`src/rtl/id_ex_stage_pkg.sv`:
```
// id_ex_stage_pkg: ALU control codes, decoder classes, funct codes, forwarding selects
// and the registered EX-stage state shared by the ID/EX pipeline register.
package id_ex_stage_pkg;
  localparam logic [3:0] ALU_AND = 4'b0000;
  localparam logic [3:0] ALU_OR  = 4'b0001;
  localparam logic [3:0] ALU_ADD = 4'b0010;
  localparam logic [3:0] ALU_SUB = 4'b0110;
  localparam logic [3:0] ALU_SLT = 4'b0111;
  typedef enum logic [1:0] {AOP_ADD = 2'b00, AOP_SUB = 2'b01, AOP_RTYPE = 2'b10, AOP_OR = 2'b11} alu_op_e;
  localparam logic [5:0] FN_ADD = 6'b100000;
  localparam logic [5:0] FN_SUB = 6'b100010;
  localparam logic [5:0] FN_AND = 6'b100100;
  localparam logic [5:0] FN_OR  = 6'b100101;
  localparam logic [5:0] FN_SLT = 6'b101010;
  typedef enum logic [1:0] {FWD_REG = 2'b00, FWD_EXMEM = 2'b01, FWD_MEMWB = 2'b10, FWD_REG_ALT = 2'b11} fwd_sel_e;
  typedef struct packed {
    logic [31:0] rs;
    logic [31:0] rt;
    logic [31:0] imm;
    logic [4:0]  dest;
    logic [3:0]  alu_ctrl;
    logic        alu_src;
    logic        reg_write;
    logic        mem_read;
    logic        mem_write;
    logic        mem_to_reg;
    logic        valid;
    logic        illegal;
  } ex_state_t;
  // A bubble still presents ADD so the ALU sees a harmless operation.
  localparam ex_state_t EX_BUBBLE = '{rs: 32'd0, rt: 32'd0, imm: 32'd0, dest: 5'd0, alu_ctrl: ALU_ADD,
                                      alu_src: 1'b0, reg_write: 1'b0, mem_read: 1'b0, mem_write: 1'b0,
                                      mem_to_reg: 1'b0, valid: 1'b0, illegal: 1'b0};
  function automatic logic [31:0] fwd_mux(input logic [1:0] sel, input logic [31:0] r,
                                          input logic [31:0] exmem, input logic [31:0] memwb);
    return sel == FWD_EXMEM ? exmem : sel == FWD_MEMWB ? memwb : r;
  endfunction
endpackage

```
`src/rtl/id_ex_stage_if.sv`:
```
// id_ex_stage_if: ID-side inputs, hazard/forwarding controls and EX-side outputs of the ID/EX register.
interface id_ex_stage_if;
  logic        stall;
  logic        flush;
  logic        id_valid;
  logic [31:0] id_rs_data;
  logic [31:0] id_rt_data;
  logic [15:0] id_imm;
  logic [4:0]  id_rt;
  logic [4:0]  id_rd;
  logic [1:0]  id_alu_op;
  logic [5:0]  id_funct;
  logic        id_alu_src;
  logic        id_reg_dst;
  logic        id_reg_write;
  logic        id_mem_read;
  logic        id_mem_write;
  logic        id_mem_to_reg;
  logic [1:0]  fwd_a_sel;
  logic [1:0]  fwd_b_sel;
  logic [31:0] exmem_result;
  logic [31:0] memwb_result;
  logic [31:0] input1;
  logic [31:0] input2;
  logic [3:0]  ALUCtrl;
  logic [31:0] ex_store_data;
  logic [4:0]  ex_dest;
  logic        ex_reg_write;
  logic        ex_mem_read;
  logic        ex_mem_write;
  logic        ex_mem_to_reg;
  logic        ex_valid;
  logic        ex_illegal;
  modport master (
    output stall, flush, id_valid, id_rs_data, id_rt_data, id_imm, id_rt, id_rd, id_alu_op, id_funct,
           id_alu_src, id_reg_dst, id_reg_write, id_mem_read, id_mem_write, id_mem_to_reg,
           fwd_a_sel, fwd_b_sel, exmem_result, memwb_result,
    input  input1, input2, ALUCtrl, ex_store_data, ex_dest, ex_reg_write, ex_mem_read, ex_mem_write,
           ex_mem_to_reg, ex_valid, ex_illegal
  );
  modport slave (
    input  stall, flush, id_valid, id_rs_data, id_rt_data, id_imm, id_rt, id_rd, id_alu_op, id_funct,
           id_alu_src, id_reg_dst, id_reg_write, id_mem_read, id_mem_write, id_mem_to_reg,
           fwd_a_sel, fwd_b_sel, exmem_result, memwb_result,
    output input1, input2, ALUCtrl, ex_store_data, ex_dest, ex_reg_write, ex_mem_read, ex_mem_write,
           ex_mem_to_reg, ex_valid, ex_illegal
  );
endinterface

```
`src/rtl/id_ex_stage_alu_ctrl_dec.sv`:
```
// alu_ctrl_dec: combinational ALU control decode from main-decoder class and R-type funct.
module alu_ctrl_dec
  import id_ex_stage_pkg::*;
(
  input  logic [1:0] i_alu_op,
  input  logic [5:0] i_funct,
  output logic [3:0] o_alu_ctrl,
  output logic       o_illegal
);
  logic [3:0] w_rtype;
  logic       w_known;
  always_comb begin
    w_rtype = ALU_ADD;
    w_known = 1'b1;
    case (i_funct)
      FN_ADD:  w_rtype = ALU_ADD;
      FN_SUB:  w_rtype = ALU_SUB;
      FN_AND:  w_rtype = ALU_AND;
      FN_OR:   w_rtype = ALU_OR;
      FN_SLT:  w_rtype = ALU_SLT;
      default: w_known = 1'b0;
    endcase
    o_illegal  = i_alu_op == AOP_RTYPE && !w_known;
    o_alu_ctrl = i_alu_op == AOP_SUB ? ALU_SUB :
                 i_alu_op == AOP_OR ? ALU_OR :
                 i_alu_op == AOP_RTYPE ? w_rtype : ALU_ADD;
  end
endmodule

```
`src/rtl/id_ex_stage.sv`:
```
// id_ex_stage: ID/EX pipeline register with stall/flush bubbles, registered ALU decode
// and combinational operand forwarding on the EX side.
module id_ex_stage
  import id_ex_stage_pkg::*;
(
  input logic         clk,
  input logic         rst_n,
  id_ex_stage_if.slave bus
);
  ex_state_t   r_ex;
  ex_state_t   w_next;
  logic [3:0]  w_alu_ctrl;
  logic        w_illegal;
  logic [31:0] w_imm_ext;
  logic [31:0] w_rt_fwd;
  alu_ctrl_dec u_dec (
    .i_alu_op  (bus.id_alu_op),
    .i_funct   (bus.id_funct),
    .o_alu_ctrl(w_alu_ctrl),
    .o_illegal (w_illegal)
  );
  // ORI-class immediates are logical, so they zero-extend.
  assign w_imm_ext = bus.id_alu_op == AOP_OR ? {16'd0, bus.id_imm} : {{16{bus.id_imm[15]}}, bus.id_imm};
  always_comb begin
    w_next = r_ex;
    if (bus.flush || (!bus.stall && !bus.id_valid)) w_next = EX_BUBBLE;
    else if (!bus.stall)
      w_next = '{rs: bus.id_rs_data, rt: bus.id_rt_data, imm: w_imm_ext,
                 dest: bus.id_reg_dst ? bus.id_rd : bus.id_rt, alu_ctrl: w_alu_ctrl,
                 alu_src: bus.id_alu_src, reg_write: bus.id_reg_write && !w_illegal,
                 mem_read: bus.id_mem_read, mem_write: bus.id_mem_write,
                 mem_to_reg: bus.id_mem_to_reg, valid: 1'b1, illegal: w_illegal};
  end
  always_ff @(posedge clk or negedge rst_n) begin
    if (!rst_n) r_ex <= EX_BUBBLE;
    else r_ex <= w_next;
  end
  assign w_rt_fwd          = fwd_mux(bus.fwd_b_sel, r_ex.rt, bus.exmem_result, bus.memwb_result);
  assign bus.input1        = fwd_mux(bus.fwd_a_sel, r_ex.rs, bus.exmem_result, bus.memwb_result);
  assign bus.input2        = r_ex.alu_src ? r_ex.imm : w_rt_fwd;
  assign bus.ex_store_data = w_rt_fwd;
  assign bus.ALUCtrl       = r_ex.alu_ctrl;
  assign bus.ex_dest       = r_ex.dest;
  assign bus.ex_reg_write  = r_ex.reg_write;
  assign bus.ex_mem_read   = r_ex.mem_read;
  assign bus.ex_mem_write  = r_ex.mem_write;
  assign bus.ex_mem_to_reg = r_ex.mem_to_reg;
  assign bus.ex_valid      = r_ex.valid;
  assign bus.ex_illegal    = r_ex.illegal;
endmodule

```
`src/flat_wrapper.sv`:
```
// flat-port wrapper written by rule: the top's interface ports become plain ports
module id_ex_stage_flat import id_ex_stage_pkg::*;
  (clk, rst_n, bus_stall, bus_flush, bus_id_valid, bus_id_rs_data, bus_id_rt_data, bus_id_imm, bus_id_rt, bus_id_rd, bus_id_alu_op, bus_id_funct, bus_id_alu_src, bus_id_reg_dst, bus_id_reg_write, bus_id_mem_read, bus_id_mem_write, bus_id_mem_to_reg, bus_fwd_a_sel, bus_fwd_b_sel, bus_exmem_result, bus_memwb_result, bus_input1, bus_input2, bus_ALUCtrl, bus_ex_store_data, bus_ex_dest, bus_ex_reg_write, bus_ex_mem_read, bus_ex_mem_write, bus_ex_mem_to_reg, bus_ex_valid, bus_ex_illegal);
  id_ex_stage_if bus_i ();
  input logic clk;
  input logic rst_n;
  input wire logic [$bits(bus_i.stall)-1:0] bus_stall;
  input wire logic [$bits(bus_i.flush)-1:0] bus_flush;
  input wire logic [$bits(bus_i.id_valid)-1:0] bus_id_valid;
  input wire logic [$bits(bus_i.id_rs_data)-1:0] bus_id_rs_data;
  input wire logic [$bits(bus_i.id_rt_data)-1:0] bus_id_rt_data;
  input wire logic [$bits(bus_i.id_imm)-1:0] bus_id_imm;
  input wire logic [$bits(bus_i.id_rt)-1:0] bus_id_rt;
  input wire logic [$bits(bus_i.id_rd)-1:0] bus_id_rd;
  input wire logic [$bits(bus_i.id_alu_op)-1:0] bus_id_alu_op;
  input wire logic [$bits(bus_i.id_funct)-1:0] bus_id_funct;
  input wire logic [$bits(bus_i.id_alu_src)-1:0] bus_id_alu_src;
  input wire logic [$bits(bus_i.id_reg_dst)-1:0] bus_id_reg_dst;
  input wire logic [$bits(bus_i.id_reg_write)-1:0] bus_id_reg_write;
  input wire logic [$bits(bus_i.id_mem_read)-1:0] bus_id_mem_read;
  input wire logic [$bits(bus_i.id_mem_write)-1:0] bus_id_mem_write;
  input wire logic [$bits(bus_i.id_mem_to_reg)-1:0] bus_id_mem_to_reg;
  input wire logic [$bits(bus_i.fwd_a_sel)-1:0] bus_fwd_a_sel;
  input wire logic [$bits(bus_i.fwd_b_sel)-1:0] bus_fwd_b_sel;
  input wire logic [$bits(bus_i.exmem_result)-1:0] bus_exmem_result;
  input wire logic [$bits(bus_i.memwb_result)-1:0] bus_memwb_result;
  output wire logic [$bits(bus_i.input1)-1:0] bus_input1;
  output wire logic [$bits(bus_i.input2)-1:0] bus_input2;
  output wire logic [$bits(bus_i.ALUCtrl)-1:0] bus_ALUCtrl;
  output wire logic [$bits(bus_i.ex_store_data)-1:0] bus_ex_store_data;
  output wire logic [$bits(bus_i.ex_dest)-1:0] bus_ex_dest;
  output wire logic [$bits(bus_i.ex_reg_write)-1:0] bus_ex_reg_write;
  output wire logic [$bits(bus_i.ex_mem_read)-1:0] bus_ex_mem_read;
  output wire logic [$bits(bus_i.ex_mem_write)-1:0] bus_ex_mem_write;
  output wire logic [$bits(bus_i.ex_mem_to_reg)-1:0] bus_ex_mem_to_reg;
  output wire logic [$bits(bus_i.ex_valid)-1:0] bus_ex_valid;
  output wire logic [$bits(bus_i.ex_illegal)-1:0] bus_ex_illegal;
  assign bus_i.stall = bus_stall;
  assign bus_i.flush = bus_flush;
  assign bus_i.id_valid = bus_id_valid;
  assign bus_i.id_rs_data = bus_id_rs_data;
  assign bus_i.id_rt_data = bus_id_rt_data;
  assign bus_i.id_imm = bus_id_imm;
  assign bus_i.id_rt = bus_id_rt;
  assign bus_i.id_rd = bus_id_rd;
  assign bus_i.id_alu_op = bus_id_alu_op;
  assign bus_i.id_funct = bus_id_funct;
  assign bus_i.id_alu_src = bus_id_alu_src;
  assign bus_i.id_reg_dst = bus_id_reg_dst;
  assign bus_i.id_reg_write = bus_id_reg_write;
  assign bus_i.id_mem_read = bus_id_mem_read;
  assign bus_i.id_mem_write = bus_id_mem_write;
  assign bus_i.id_mem_to_reg = bus_id_mem_to_reg;
  assign bus_i.fwd_a_sel = bus_fwd_a_sel;
  assign bus_i.fwd_b_sel = bus_fwd_b_sel;
  assign bus_i.exmem_result = bus_exmem_result;
  assign bus_i.memwb_result = bus_memwb_result;
  assign bus_input1 = bus_i.input1;
  assign bus_input2 = bus_i.input2;
  assign bus_ALUCtrl = bus_i.ALUCtrl;
  assign bus_ex_store_data = bus_i.ex_store_data;
  assign bus_ex_dest = bus_i.ex_dest;
  assign bus_ex_reg_write = bus_i.ex_reg_write;
  assign bus_ex_mem_read = bus_i.ex_mem_read;
  assign bus_ex_mem_write = bus_i.ex_mem_write;
  assign bus_ex_mem_to_reg = bus_i.ex_mem_to_reg;
  assign bus_ex_valid = bus_i.ex_valid;
  assign bus_ex_illegal = bus_i.ex_illegal;
  id_ex_stage u_core (.clk(clk), .rst_n(rst_n), .bus(bus_i));
endmodule
```
`config.mk`:
```
export PLATFORM = sky130hd
export DESIGN_NAME = id_ex_stage_flat
export DESIGN_NICKNAME = d
export VERILOG_FILES = /design/src/rtl/id_ex_stage_pkg.sv /design/src/rtl/id_ex_stage_if.sv /design/src/rtl/id_ex_stage_alu_ctrl_dec.sv /design/src/rtl/id_ex_stage.sv /design/src/flat_wrapper.sv
export SDC_FILE = /design/constraint.sdc
export NUM_CORES = 1
export LEC_CHECK = 0
export BUFFER_PORTS_ARGS = -buffer_cell sky130_fd_sc_hd__buf_2
export CAP_MARGIN = 20
export CORE_ASPECT_RATIO = 1.75
export CORE_UTILIZATION = 30
export DETAILED_ROUTE_END_ITERATION = 10
export GPL_TIMING_DRIVEN = 0
export HOLD_SLACK_MARGIN = 0.08
export PLACE_DENSITY = 0.63
export SYNTH_ARGS = -nofsm -noshare
export SYNTH_HDL_FRONTEND = slang
export SYNTH_SLANG_ARGS = --single-unit
```
`constraint.sdc`:
```
create_clock -name clk -period 1.65 [get_ports clk]
set_clock_uncertainty 0.1 [all_clocks]
set_input_delay 0.165 -clock clk [delete_from_list [all_inputs] [get_ports clk]]
set_output_delay 0.165 -clock clk [all_outputs]
set_load 0.02 [all_outputs]
```
==> results of run 1 <==
[worst reg2reg max path, cell delays in order, from the launching register on]
cell	delay (ns)
dfrtp_1	0.38
mux2i_1	0.16
nor2_1	0.06
dlygate4sd3_1	0.55
[repair_timing]
item / CTS / global route
pin swaps: 6 / 25
cloned: 0 / 3
hold buffers: 101 / 0
endpoints found under the setup margin: 64 / 64
hold endpoints to repair: 136 / 0
setup buffers: 11 / 20
gates resized for setup: 53 / 136
[through the flow]
stage	util	worst slack, ns	instance area, um2	hold WS (ns)	cells
after global routing	0.505	-0.179	10100	0.158	1226
after global placement	0.394	-0.835	7840	0.277	1075
after CTS	0.472	-0.167	9400	0.0925	1201
final	0.505	-0.156	10100	0.113	1226
after detailed placement	0.395	-0.352	7870	0.122	1076
after floorplan	-	0.0859	6130	-0.231	548
[synth_stat cells, drive strengths merged]
cell type    n  area share
a211oi      32       0.039
a21oi       33       0.027
a22o        84        0.12
a22oi        1      0.0012
a2bb2oi      1      0.0014
a31oi        2      0.0020
a32o         2      0.0033
a32oi        1      0.0014
and2b        9       0.011
and3b        1      0.0014
buf         48       0.060
clkbuf      16       0.010
conb         1     0.00061
dfrtp       95        0.39
dfstp        1      0.0043
inv          2      0.0012
mux2        32       0.059
mux2i      135        0.22
nand2       11      0.0067
nand2b       1      0.0010
nand4        1      0.0010
nor2         2      0.0012
nor2b       25       0.026
nor3b        3      0.0037
nor4bb       1      0.0016
o211ai       1      0.0012
o21ai        7      0.0057
[routing by layer]
| layer | vias to the layer above | part of all wire | global-route usage |
|---|---|---|---|
| met5 | - | 0 | 0 |
| li1 | 2929 | - | - |
| met1 | 3297 | 0.38 | 0.273 |
| met2 | 270 | 0.54 | 0.447 |
| met3 | 60 | 0.047 | 0.0389 |
| met4 | 0 | 0.035 | 0.118 |
[layout make-up]
class                   count  area share
inverters                   2    0.000746
clock buffers              12      0.0255
clock inverters             1    0.000498
diodes                      2    0.000498
repair buffers            418       0.295
plain buffers              64      0.0557
well taps                 245      0.0305
flip-flops and latches     96       0.239
multi-input cells         386       0.353
[kinds of logic after synthesis]
kind of cell	synth area share
and+or+nand+nor	0.0533
buffers and inverters	0.0717
AOI/OAI and AO/OA	0.203
DFF	0.392
other	0.000612
muxes	0.279
[where the power goes]
part	leakage, uW	switching (uW)	internal, uW	total, uW
combinational	0.00379	1160	1100	2260
sequential	0.00130	68.5	2440	2510
clock	0.000130	926	1080	2010
[path summary, 6_finish.rpt]
check,startpoint,endpoint,slack [ns],depth (start not counted)
worst max-delay path,u_core.r_ex[6]$_DFFE_PN0P_,bus_input2[21],-0.16,4
worst min-delay path,bus_id_funct[2],u_core.bus.ALUCtrl[0]$_DFFE_PN0P_,0.11,4
worst max register to register,u_core.bus.ex_valid$_DFFE_PN0P_,u_core.bus.ex_valid$_DFFE_PN0P_,0.28,3
worst min register to register,u_core.bus.ALUCtrl[1]$_DFFE_PN1P_,u_core.bus.ALUCtrl[1]$_DFFE_PN1P_,0.37,2
max in group asynchronous,rst_n,u_core.r_ex[79]$_DFFE_PN0P_,0.46,3
min in group asynchronous,rst_n,u_core.bus.ex_mem_write$_DFFE_PN0P_,0.27,2
==> results by group, run 1 <==
Timing
  – Final Hold Fails: 0
  – Sum Neg Setup Slack: -4.23 ns
  – Final Critical Period: 1.81 ns
  – Period Utilization, post-route: 1.09
  – RSZ-0062 raised after global routing: true
  – Rel. slew slack: 0.571
  – Worst setup margin: -0.156 ns
  – Peak Freq: 554 MHz
  – Final setup fails: 32
  – Worst Tran Pin Value: 0.644 ns
  – Fin. max-slew vios: 0

Die
  – Initial Utilization: 0.308
  – Core area: 19900 um2
  – Die area: 21000 um2
  – I/O pin cnt: 288
  – Rows: 68
  – Die Y-Extent: 191 um
  – Die outline width: between 100 and 150 um

Worst setup path
  – Slowest cell on crit path: dfrtp_1
  – CP required: 1.38 ns
  – Critical path class: reg2out
  – CP Cell Sequence: buf_12, clkbuf_16, mux2_4, buf_6
  – CP Buf/Inv Count: 3
  – CP Capture Type: primary output
  – Startpoint Class: register
  – Arr. time, crit path: approximately 1.5 ns
  – Critical path fanouts, max: 8
  – Crit path largest cell delay: 0.40 ns
  – Top delay family on crit path: buffers and inverters

GRT
  – First-pass GRT wire length: 38000 um
  – GRT Resource Usage Total: 0.247
  – Grt ovf: 0
  – Vias in the first global route: 6920
  – Antenna violations before repair: 2
  – Largest net degree at the start of global routing: 55

Drt
  – Via density: 5.35
  – Final WL: 26800 um
  – DRC errors left: 0
  – Pre-Repair DR Iteration Count: 4
  – WL per Instance: 21.8 um
  – Final ANT Viol Nets: 0
  – Initial DRC Count: 286
  – Routed vias: approximately 6600

Clocking
  – Clock-pin slew on the worst setup and hold paths: approximately 0.060 ns
  – Clk Latency, worst-skew pair: ~0.35 ns
  – TritonCTS Buffers: 9
  – Clock Path Buffers: 2
  – H-tree depth: 3
  – CTS Sinks: between 90 and 100
  – CTS tree: done
  – CTS root buf: clkbuf_16

Finish
  – Largest register FFs: between 80 and 90
  – Register area: 2400 um2
  – Most frequent cells in the layout: buf_2, mux2i_1, dlygate4sd3_1, dfrtp_1, a22o_1
  – Multi-input gate area: 3550 um2
  – Final #Nets: about 1200
  – Commonest non-fill, non-tap cell in the layout: buf_2
  – Share of cells above drive strength 1: 0.474
  – Most flops, register: u_core.r_ex
  – Final-layout fill cell count: around 1800
  – Layout area overhead: 64.2%

Synth
  – Mean post-synth cell area: ~11 um2
  – Cells after synthesis: around 550
  – Post-Syn Nets: between 700 and 800
  – Synth Cell Area: approximately 6100 um2
  – Register area share after synthesis: 0.392
  – #FFs+latches synth: 96
  – Cell variety after synth: 33
  – Synth warnings: 0

Power
  – Pwr Total: 6780 uW
  – Leakage: 0.00523 uW
  – Pwr/cell area: 674 nW/um2
  – Worst vdd ir: between 300 and 400 uV

Placed design
  – Routability cong.: 0.844
  – DP HPWL: roughly 18000 um
  – PortBufs: roughly 280

Status
  – Status: finished, violations left
  – Violated checks: setup timing

Hold path
  – HP Class: in2reg

Run
  – Max-cap check violation count: 0
(Power assumes the default switching activity.)
==> run 2, diff against run 1 <==
- clock period: 1.65 -> 2.3 ns (I/O delays scaled with it)
==> run 2 against run 1 <==
  * The flow now finishes without violations
  * Hold slack worse by 0.0024 ns
  * Global-route usage is 0.41 points lower
  * Sequential power is 28% lower
  * Wire length shrank 6.8%
  * Critical path depth stayed put
  * Die area did not move
  * Critical endpoint is now bus_input2[11]
==> results by group, run 2 (synthesized netlist as in run 1, its figures left out) <==
Clocking
  – CTS Sinks: 96 (unchanged)
  – CTS tree: done
  – Clock Path Buffers: 2 (unchanged)
  – CTS root buf: clkbuf_16
  – H-tree depth: 3 (unchanged)
  – TritonCTS Buffers: 9 (unchanged)
  – Clock-pin slew on the worst setup and hold paths: 0.06 ns (about the same)
  – Total setup buffers inserted after CTS: 0 (-11)
  – Clk Latency, worst-skew pair: 0.35 ns (about the same)

Finish
  – Register area: 2400 um2 (about the same)
  – Most frequent cells in the layout: buf_2, mux2i_1, dlygate4sd3_1, dfrtp_1, a22o_1
  – Final-layout fill cell count: 1965 (+7.4%)
  – Layout area overhead: 48.8%
  – Design Area, Final: 9120 um2 (-9.4%)
  – Most flops, register: u_core.r_ex
  – Share of cells above drive strength 1: 0.405 (-0.0691)
  – Final core area utilization: 0.458 (-0.0474)
  – Commonest non-fill, non-tap cell in the layout: buf_2
  – Final #Nets: 1116 (-3.3%)
  – Multi-input gate area: 3280 um2 (-7.5%)
  – Largest register FFs: 82 (unchanged)

Timing
  – Peak Freq: 468 MHz
  – Period Utilization, post-route: 0.929
  – Final Hold Fails: 0 (unchanged)
  – Final setup fails: 0 (-100%)
  – Rel. slew slack: 0.571 (about the same)
  – RSZ-0062 raised after global routing: false
  – Fin. max-slew vios: 0 (unchanged)
  – Sum Neg Setup Slack: 0 ns (+4.23 ns)
  – Worst Tran Pin Value: 0.644 ns (-0.00000829 ns)
  – Final Critical Period: about 2.1 ns

Power
  – Leakage: 0.00483 uW (-7.5%)
  – Pwr Total: 4620 uW (-32%)
  – Pwr/cell area: 507 nW/um2 (-25%)
  – Worst vdd ir: 257 uV (-31%)

Worst setup path
  – Crit path largest cell delay: 0.39 ns (about the same)
  – Critical path fanouts, max: 10 (+2)
  – Slowest cell on crit path: mux2_2
  – CP Cell Sequence: clkbuf_2, clkbuf_2, mux2_2, buf_2
  – CP required: 1.97 ns (+0.59 ns)
  – Critical path class: reg2out
  – CP Capture Type: primary output
  – Arr. time, crit path: 1.81 ns (+0.27 ns)
  – Startpoint Class: register
  – Crit-path most repeated cell: clkbuf_2

Die
  – Initial Utilization: 0.308 (unchanged)
  – Die Y-Extent: 191 um (unchanged)
  – Die area: 21000 um2 (unchanged)
  – Rows: 68 (unchanged)
  – Die outline width: 110 um (unchanged)
  – Core area: 19900 um2 (unchanged)
  – I/O pin cnt: 288 (unchanged)

Drt
  – Final ANT Viol Nets: 0 (unchanged)
  – Pre-Repair DR Iteration Count: 5 (+1)
  – Via density: 5.26 (-1.6%)
  – Final WL: 24900 um (-6.8%)
  – Initial DRC Count: 244 (-15%)
  – Routed vias: 6253 (-4.6%)
  – WL per Instance: 21.0 um (-3.8%)
  – DRC errors left: 0 (unchanged)

Placed design
  – DP HPWL: 18000 um (unchanged)
  – Post-DP Area: 7870 um2 (unchanged)
  – Routability cong.: 0.844 (unchanged)
  – PortBufs: 282 (unchanged)

Status
  – Status: completed

GRT
  – GRT Resource Usage Total: 0.243 (-0.00407)
  – Grt ovf: 0 (unchanged)
  – Antenna violations before repair: 2 (unchanged)
  – Largest net degree at the start of global routing: 55 (unchanged)
  – Vias in the first global route: 6760 (-2.3%)
  – First-pass GRT wire length: 37400 um (-1.6%)

Hold path
  – HP Class: in2reg

Run
  – Max-cap check violation count: 0 (unchanged)
==> run 2: changes by cell type in the layout (fill, tap and decap cells not counted), sizes merged <==
cell         delta
clkbuf          +2
dlygate4sd3     -4
buf            -36
==> run 2: final timing paths <==
| kind | slack (ns) | cells past startpoint | endpoint | start |
|---|---|---|---|---|
| setup / recovery | 0.16 | 4 | bus_input2[11] | u_core.r_ex[6]$_DFFE_PN0P_ |
| hold / removal | 0.11 | 3 | u_core.bus.ALUCtrl[1]$_DFFE_PN1P_ | bus_id_alu_op[0] |
| setup reg to reg | 0.93 | 3 | u_core.bus.ex_valid$_DFFE_PN0P_ | u_core.bus.ex_valid$_DFFE_PN0P_ |
| hold reg to reg | 0.37 | 2 | u_core.bus.ALUCtrl[1]$_DFFE_PN1P_ | u_core.bus.ALUCtrl[1]$_DFFE_PN1P_ |
| max in group asynchronous | 1.05 | 3 | u_core.r_ex[79]$_DFFE_PN0P_ | rst_n |
| min in group asynchronous | 0.34 | 2 | u_core.bus.ex_mem_read$_DFFE_PN0P_ | rst_n |
==> run 2: what timing repair did <==
action / 4_1_cts / 5_1_grt
setup endpoints to repair: 29 / 9
hold buffers: 97 / 0
endpoints found under the hold margin: 133 / 0
gates resized for setup: 3 / 2
==> run 2: per-stage QoR <==
stage | hold WS [ns] | worst slack, ns | std cells
after floorplan | -0.166 | 0.606 | 548
after global placement | 0.342 | -0.250 | 1075
after detailed placement | 0.187 | 0.233 | 1076
after CTS | 0.0833 | 0.0400 | 1186
after global routing | 0.116 | 0.0917 | 1188
final | 0.110 | 0.163 | 1188
==> run 2: per-layer routing <==
layer  wire length (um)  up-vias  GRT usage
li1                   -     2851          -
met1               9680     3097      0.273
met2              13200      247      0.437
met3               1160       58     0.0378
met4                897        0      0.113
met5                  0        -          0
==> run 2: cell type report <==
class | instances | share of cell area
timing repair buffer | 380 | 0.265
clock buffer | 12 | 0.0281
multi-input combinational | 386 | 0.360
antenna | 2 | 0.000549
buffer | 64 | 0.0479
tap | 245 | 0.0336
inverter | 2 | 0.000823
sequential | 96 | 0.264
clock inverter | 1 | 0.000549
==> run 2: critical path, delay by kind of cell (launching register included) <==
family	cells	cell delay, ns
mux	1	0.39
buf+inv	3	0.74
flops	1	0.33
==> run 2: report_power, final <==
group | internal [uW] | total, uW | switching (uW)
registers | 1750 | 1800 | 51.6
logic | 622 | 1390 | 765
clock network | 775 | 1430 | 656
==> run 3, diff against run 2 <==
- clock period: 2.3 -> 2.5 ns (I/O delays scaled with it)
==> run 3 against run 2 <==
  * Sequential power decreased by 8%
  * Via count fell by 0.59%
  * Power fell by 8.2%
  * Non-clock buffer count shrank 7
  * Hold slack worse by 0.020 ns
  * Critical path depth unchanged
  * Clock power shrank 8%
  * Clock-buffer cell count is the same
  * Combinational power down 9%
==> results by group, run 3 (synthesized netlist as in run 1, its figures left out) <==
Status
  – Status: completed

Power
  – Clock Power Share: 0.311 (about the same)
  – Net Sw Frac: 0.319 (+0.000757)
  – Net Sw Power: 1350 uW (-8.0%)
  – Gate power share: 0.298 (-0.002)
  – Worst vdd ir: 241 uV (-6.3%)
  – Int Pwr: 2890 uW (-8.3%)
  – Pwr/cell area: 469 nW/um2 (-7.5%)
  – Share of power burned in registers: 0.391 (about the same)
  – Leakage: 0.00479 uW (-0.82%)
  – Pwr Total: 4240 uW (-8.2%)

Clocking
  – Total setup buffers inserted after CTS: 0 (unchanged)
  – TritonCTS Buffers: 9 (unchanged)
  – CTS tree: done
  – Clk Latency, worst-skew pair: 0.35 ns (about the same)
  – Clock Path Buffers: 2 (unchanged)
  – CTS Sinks: 96 (unchanged)
  – H-tree depth: 3 (unchanged)
  – CTS root buf: clkbuf_16
  – Clock-pin slew on the worst setup and hold paths: 0.06 ns (about the same)

GRT
  – First-pass GRT wire length: 37100 um (-0.87%)
  – GRT Resource Usage Total: 0.241 (-0.00198)
  – Grt ovf: 0 (unchanged)
  – Antenna violations before repair: 2 (unchanged)
  – Largest net degree at the start of global routing: 55 (unchanged)
  – Vias in the first global route: 6703 (-0.84%)

Worst setup path
  – FF-to-FF setup slack: 0.97 ns (+0.04 ns)
  – Critical path fanouts, max: 10 (unchanged)
  – CP Capture Type: primary output
  – R2R cell count: 3 (unchanged)
  – CP required: 2.15 ns (+0.18 ns)
  – Slowest cell on crit path: clkbuf_1
  – CP Cell Sequence: clkbuf_2, clkbuf_1, mux2_2, buf_2
  – Top delay family on crit path: buffers and inverters
  – R2r startpoint: u_core.r_ex[6]$_DFFE_PN0P_
  – Reg2Reg Capture Point: u_core.r_ex[6]$_DFFE_PN0P_
  – Startpoint Class: register
  – Critical path class: reg2out
  – Arr. time, crit path: 2.08 ns (+0.27 ns)
  – Crit path largest cell delay: 0.61 ns (+0.22 ns)
  – Critical Path Source: u_core.r_ex[6]$_DFFE_PN0P_
  – CP Buf/Inv Count: 3 (unchanged)

Run
  – Max-cap check violation count: 0 (unchanged)

Timing
  – Final Hold Fails: 0 (unchanged)
  – Peak Freq: 411 MHz
  – Period Utilization, post-route: 0.972
  – Fin. max-slew vios: 0 (unchanged)
  – Final setup fails: 0 (unchanged)
  – Worst setup margin: 0.0688 ns (-0.0943 ns)
  – Rel. slew slack: 0.491 (-0.0801)
  – Final Critical Period: about 2.4 ns
  – RSZ-0062 raised after global routing: false
  – Worst Tran Pin Value: 0.764 ns (+0.120 ns)

Finish
  – Share of cells above drive strength 1: 0.405 (about the same)
  – Most frequent cells in the layout: buf_2, mux2i_1, dfrtp_1, dlygate4sd3_1, a22o_1
  – Register area: 2400 um2 (unchanged)
  – Design Area, Final: 9040 um2 (-0.81%)
  – Layout area overhead: 47.6%
  – Final core area utilization: 0.454 (-0.00371)
  – Most flops, register: u_core.r_ex
  – Multi-input gate area: 3280 um2 (unchanged)
  – Commonest non-fill, non-tap cell in the layout: buf_2
  – Non-filler cells, final: 1181 (-0.59%)
  – Largest register FFs: 82 (unchanged)
  – Final-layout fill cell count: 1980 (+0.76%)
  – Final #Nets: 1109 (-0.63%)

Hold path
  – HP Class: in2reg
  – HP Start: bus_id_rd[4]
  – Hold Crit Depth: 3 (unchanged)
  – Hold worst-path end: u_core.bus.ex_dest[4]$_DFFE_PN0P_

Placed design
  – Routability cong.: 0.844 (unchanged)
  – Pre-CTS setup slack: 0.406 ns (+0.173 ns)
  – Post-DP Area: 7870 um2 (unchanged)
  – Cell count after placement: 1076 (unchanged)
  – PortBufs: 282 (unchanged)
  – DP HPWL: 18000 um (unchanged)

Drt
  – WL per Instance: 21.0 um (about the same)
  – Initial DRC Count: 263 (+7.8%)
  – WL met3: 1090 um (-6.0%)
  – Via density: 5.26 (about the same)
  – Top Metal Used: met4
  – Met2 WL: 13100 um (-0.84%)
  – Routed vias: 6216 (-0.59%)
  – Final ANT Viol Nets: 0 (unchanged)
  – DRC errors left: 0 (unchanged)
  – Metal-1 WL: 9740 um (+0.59%)
  – Final WL: 24800 um (-0.64%)
  – Pre-Repair DR Iteration Count: 4 (-1)

Die
  – Core area: 19900 um2 (unchanged)
  – Die Y-Extent: 191 um (unchanged)
  – I/O pin cnt: 288 (unchanged)
  – Die outline width: 110 um (unchanged)
  – Die area: 21000 um2 (unchanged)
  – Initial Utilization: 0.308 (unchanged)
  – Rows: 68 (unchanged)
## run 3: cell types whose count changed in the layout (fill, tap and decap cells not counted)
cell,previous run,this run
dlygate4sd3_1,97,90
clkbuf_1,11,14
clkbuf_2,6,3
## run 3: per-stage QoR
stage / hold WS, ns / setup TNS (ns)
6_report: 0.0901 / 0
5_1_grt: 0.126 / 0
4_1_cts: 0.0858 / 0
3_5_place_dp: 0.207 / 0
3_3_place_gp: 0.358 / -5.81
2_1_floorplan: -0.146 / 0
## run 3: worst min-delay path, delay by kind of cell
kind / cells / cell delay [ns]
buffers and inverters: 1 / 0.07
AOI/OAI and AO/OA: 1 / 0.13
muxes: 1 / 0.05
## run 3: how the worst max path moves through the flow
stage / endpoint / slack [ns] / cells after the start
3_5_place_dp: bus_input1[15] / 0.41 / 5
4_1_cts: bus_input2[15] / 0.02 / 4
3_3_place_gp: u_core.r_ex[71]$_DFFE_PN0P_ / -0.07 / 1
5_1_grt: bus_input2[11] / 0.005 / 4
6_report: bus_input2[11] / 0.07 / 4
2_1_floorplan: bus_input2[10] / 0.77 / 4
## run 3: layout make-up
class,count,share of cell area
diodes,2,0.000553
plain buffers,64,0.0479
clock buffers,12,0.0284
clock inverters,1,0.000553
inverters,2,0.000830
multi-input cells,386,0.363
flip-flops and latches,96,0.266
well taps,245,0.0339
repair buffers,373,0.259
## run 3: power by group through the flow
stage               clock network, uW  logic (uW)  registers [uW]
floorplan                           0         663            1670
global route                     1400        1360            1660
global placement                    0        1130            1680
finish                           1320        1260            1660
detailed placement                  0        1140            1680
CTS                              1350        1260            1660
## run 3: per-layer routing
| layer | global-route usage | vias to the layer above |
|---|---|---|
| li1 | - | 2836 |
| met4 | 0.112 | 0 |
| met5 | 0 | - |
| met3 | 0.0368 | 57 |
| met2 | 0.433 | 250 |
| met1 | 0.271 | 3073 |
## run 3: repair_timing
action,CTS,global route
resized for setup,0,2
endpoints found under the hold margin,130,0
endpoints found under the setup margin,0,10
hold buffers,90,0
